`src/rtl/adder_accum_ctrl.sv`:
```
// adder_accum_ctrl: folds a stream of operand pairs into one sum through a shared 3-input adder
//
// adder ports: a_i, b_i, c_i (width_p) -> sum_o (width_p+2, full unsigned sum)
// adder_accum_ctrl ports:
//   clk_i, reset_i          clock, synchronous active-high reset
//   v_i, ready_o            operand pair handshake
//   a_i, b_i, last_i        operand pair, final-pair marker
//   v_o, yumi_i             result handshake
//   sum_o, count_o          accumulated sum, pairs accepted

module adder #(
    parameter int width_p = 8
) (
    input  logic [width_p-1:0] a_i,
    input  logic [width_p-1:0] b_i,
    input  logic [width_p-1:0] c_i,
    output logic [width_p+1:0] sum_o
);
    assign sum_o = {2'b00, a_i} + {2'b00, b_i} + {2'b00, c_i};
endmodule

module adder_accum_ctrl #(
    parameter int width_p = 4,
    parameter int ops_p = 4,
    localparam int acc_width_lp = width_p + $clog2(2*ops_p),
    localparam int cnt_width_lp = $clog2(ops_p+1)
) (
    input  logic                    clk_i,
    input  logic                    reset_i,
    input  logic                    v_i,
    output logic                    ready_o,
    input  logic [width_p-1:0]      a_i,
    input  logic [width_p-1:0]      b_i,
    input  logic                    last_i,
    output logic                    v_o,
    output logic [acc_width_lp-1:0] sum_o,
    output logic [cnt_width_lp-1:0] count_o,
    input  logic                    yumi_i
);
    typedef enum logic {eAccum, eDone} state_e;
    state_e state_q, state_d;
    logic [acc_width_lp-1:0] acc_q, acc_d;
    logic [cnt_width_lp-1:0] cnt_q, cnt_d;
    logic [acc_width_lp+1:0] add_sum;
    logic fire;
    adder #(.width_p(acc_width_lp)) add_u (
        .a_i  (acc_q),
        .b_i  ({{(acc_width_lp-width_p){1'b0}}, a_i}),
        .c_i  ({{(acc_width_lp-width_p){1'b0}}, b_i}),
        .sum_o(add_sum)
    );
    assign fire = v_i & ready_o;
    assign sum_o = acc_q;
    assign count_o = cnt_q;
    always_comb begin
        state_d = state_q;
        acc_d = acc_q;
        cnt_d = cnt_q;
        ready_o = 1'b0;
        v_o = 1'b0;
        if (state_q == eAccum) begin
            ready_o = 1'b1;
            if (fire) begin
                acc_d = add_sum[acc_width_lp-1:0];
                cnt_d = cnt_q + cnt_width_lp'(1);
                state_d = (cnt_q == cnt_width_lp'(ops_p-1) || last_i) ? eDone : eAccum;
            end
        end else begin
            v_o = 1'b1;
            // yumi clears the result; the next pair waits one cycle
            if (yumi_i) begin
                acc_d = '0;
                cnt_d = '0;
                state_d = eAccum;
            end
        end
    end
    always_ff @(posedge clk_i) begin
        if (reset_i) begin
            state_q <= eAccum;
            acc_q <= '0;
            cnt_q <= '0;
        end else begin
            state_q <= state_d;
            acc_q <= acc_d;
            cnt_q <= cnt_d;
        end
    end
    // the accumulator width guarantees the adder's upper bits stay clear
    always_ff @(posedge clk_i) begin
        if (!reset_i) begin
            assert (!(fire && add_sum[acc_width_lp+1:acc_width_lp] != 2'b00));
            assert (!(ready_o && v_o));
            assert (cnt_q <= cnt_width_lp'(ops_p));
        end
    end
endmodule

```
`config.mk`:
```
export PLATFORM = sky130hd
export DESIGN_NAME = adder_accum_ctrl
export DESIGN_NICKNAME = d
export VERILOG_FILES = /design/src/rtl/adder_accum_ctrl.sv
export SDC_FILE = /design/constraint.sdc
export NUM_CORES = 1
export LEC_CHECK = 0
export BUFFER_PORTS_ARGS = -buffer_cell sky130_fd_sc_hd__buf_4
export CORE_MARGIN = 10
export CORE_UTILIZATION = 30
export DETAILED_ROUTE_END_ITERATION = 10
export SLEW_MARGIN = 40
export SYNTH_ARGS = -nofsm -noshare
export SYNTH_HDL_FRONTEND = slang
export SYNTH_SLANG_ARGS = --single-unit
```
`constraint.sdc`:
```
create_clock -name clk_i -period 3.4 [get_ports clk_i]
set_clock_uncertainty 0.1 [all_clocks]
set_input_delay 0.68 -clock clk_i [delete_from_list [all_inputs] [get_ports clk_i]]
set_output_delay 0.68 -clock clk_i [all_outputs]
set_load 0.005 [all_outputs]
```
==> flow_metrics.py <==
metrics = {
    "worst_setup_path": {
        "path_class": "in -> reg",
        "slowest_stage": "fa_1",
        "cp.required_ns": 3.46,
        "crit_fanout": 2,
        "path_cells": "buf_4 > fa_1 > ha_1 > a211oi_2 > nor3b_2 > o211ai_1 > mux2_1",
        "cpPeakStageDelay_ns": 0.52,
        "cp_data_arrival_time_ns": 2.51,
        "end_kind": "flop",
        "critPathBufInv": 1,
        "rrSetupSlack_ns": 1.15,
        "start_kind": "input port",
        "crit_family": "adder cells",
    },
    "global_routing": {
        "grt_first_pass_wirelength_um": 2530,
        "grt_pass1_vias": 570,
        "grt_usage_pct": 7.28,
        "gr-total-overflow": 0,
        "grt_antenna_before_repair": 0,
        "grt_max_degree": 12,
    },
    "timing": {
        "fin_crit_ns": 2.46,
        "worst_slew_pin_slew_ns": 0.542,
        "whs_ns": 0.420,
        "slew_viol_final": 0,
        "fin_crit_sh_pct": 72.3,
        "setup_violations": 0,
        "fin_ws_ns": 0.943,
        "rsz0062_at_grt": "false",
        "maxSlewHeadroom_pct": 63.2,
        "setup_tns_ns": 0,
        "hold_viol_final": 0,
        "fmax_ghz": 0.407,
    },
    "layout": {
        "multi_input_area_um2": 424,
        "instances_no_fill": 125,
        "final_nets": 122,
        "seq_area_um2": 220,
        "nFillCells": 239,
        "antennaDiodeCount": 0,
        "drive_gt1_share_pct": 34.0,
        "post-route-util_pct": 41.8,
        "area_growth_syn_to_layout_pct": 35.1,
    },
    "place": {
        "dpl.hpwl_um": 1300,
        "numPortBuffers": 24,
        "dp_slack_ns": 0.639,
        "gp_congestion": 0.797,
        "placed_cells": 121,
    },
    "synth": {
        "synth.yosys.seq_area_share_pct": 32.5,
        "yosys_warnings": 0,
        "syn_area_per_cell_um2": 9.69,
        "synth_cells": 70,
        "yosysUniqueCellTypes": 23,
        "ys_ff_latch": 11,
        "synthesis.nets": 94,
        "syn_area_um2": 678,
    },
    "clock_tree": {
        "holdBufCountCts": 0,
        "cts_sinks": 11,
        "cts_buffers": 3,
        "post_cts_resized": 0,
        "clk_pin_slew_ns": 0.07,
        "root_buffer": "clkbuf_4",
        "cts_tree": "built",
        "cts_setup_buffers": 0,
        "clk_latency_ns": 0.27,
        "cts_buffer_depth": 2,
        "h-tree-depth": 1,
    },
    "floorplanning": {
        "rows": 17,
        "die_w_um": 67.5,
        "die-area_um2": 4560,
        "die_y_um": 67.5,
        "initial_core_util_pct": 31.0,
        "coreArea_um2": 2190,
        "num_io_pins": 25,
    },
    "drt": {
        "viasPerCell": 4.74,
        "wl_per_cell_um": 12.6,
        "dr_total_vias": 592,
        "ant_nets": 0,
        "wl_um": 1570,
        "drc": 0,
        "drt_pass1_iterations": 3,
        "drtIter0Drc": 13,
    },
    "outcome": {
        "outcome": "finished, final reports clean",
    },
    "worst_hold_path": {
        "min_path_type": "reg -> reg",
    },
    "flow_run": {
        "cap_violations": 0,
    },
    "pwr": {
        "cellLeakagePower_nw": 0.427,
        "ir_worst_vdd_uv": 185,
        "power_density_nw_per_um2": 430,
    },
}
layer usage:
metal  up-vias  global-route usage (%)  routed length [µm]
li1        295                       -                   -
met1       273                    8.79                 693
met2        20                    10.2                 679
met5         -                       0                   0
met4         0                    6.92                  50
met3         4                    1.82                 147
cell usage after synthesis:
master / number / share of area [%]
clkbuf_1: 1 / 0.55
and2b_4: 1 / 1.5
nand3_1: 1 / 0.74
mux2_1: 1 / 1.7
a211oi_2: 1 / 1.8
o41ai_1: 1 / 1.3
nor3b_2: 1 / 1.8
dfxtp_1: 11 / 32
a22oi_1: 5 / 5.5
inv_1: 8 / 4.4
nor2_1: 15 / 8.3
fa_1: 5 / 15
ha_1: 6 / 11
a21oi_1: 4 / 3.0
o21ai_0: 1 / 0.74
a21oi_2: 1 / 1.3
xnor2_1: 1 / 1.3
nand2b_1: 1 / 0.92
nand3b_1: 1 / 1.1
mux2i_2: 1 / 2.0
a21o_2: 1 / 1.3
xor2_1: 1 / 1.3
o211ai_1: 1 / 1.1
final cells by class:
cell class | count | share of cell area, %
Multi-Input combinational cell | 50 | 46.3
Timing Repair Buffer | 24 | 19.7
Sequential cell | 11 | 24.0
Clock buffer | 4 | 2.87
Inverter | 8 | 3.28
Tap cell | 28 | 3.83
through the flow:
step / power (mW) / instance area [µm²]
detailed placement: 0.310 / 890
global route: 0.428 / 916
floorplan: 0.254 / 678
CTS: 0.404 / 916
global placement: 0.307 / 890
finish: 0.394 / 916
state kept, by name, indices dropped and copies added, names as in the netlist:
signal / cells
sum_o: 7
count_o: 3
state_q: 1
where the power goes:
part | leakage [nW] | switching, mW | internal (mW)
Sequential | 0.0900 | 0.0132 | 0.143
Clock | 0.0150 | 0.0439 | 0.0454
Combinational | 0.322 | 0.0711 | 0.0776
cells by family after synthesis:
logic type / Yosys count / synth area share (%)
fa+ha+maj: 11 / 25.8
buf+inv: 9 / 4.98
flops: 11 / 32.5
simple gates: 20 / 14.4
compound gates: 15 / 16.1
xor+xnor: 2 / 2.58
mux: 2 / 3.69
layout by cell type, fill, tap and decap left out:
cell type / count
nand3_1: 1
xnor2_1: 1
fa_1: 5
nand2b_1: 1
ha_1: 6
nand3b_1: 1
clkbuf_4: 3
inv_1: 8
o211ai_1: 1
clkbuf_1: 1
mux2_1: 1
and2b_4: 1
nor2_1: 15
a211oi_2: 1
o41ai_1: 1
mux2i_2: 1
a21o_2: 1
nor3b_2: 1
a22oi_1: 5
dfxtp_1: 11
xor2_1: 1
o21ai_0: 1
a21oi_1: 4
a21oi_2: 1
buf_4: 24
worst paths after layout:
kind	from	end	cells past startpoint
worst min register to register	count_o[2]	count_o[2]	2
worst max-delay path	a_i[2]	sum_o[6]	7
worst min-delay path	count_o[2]	count_o[2]	2
worst max register to register	sum_o[2]	sum_o[6]	6
worst reg2reg max path, stage by stage (launching register included):
cell      delay [ns]
dfxtp_1         0.37
fa_1            0.47
ha_1            0.32
a211oi_2        0.27
nor3b_2         0.09
o211ai_1        0.18
mux2_1          0.34
Note: power is estimated with default switching activity, not from simulation.
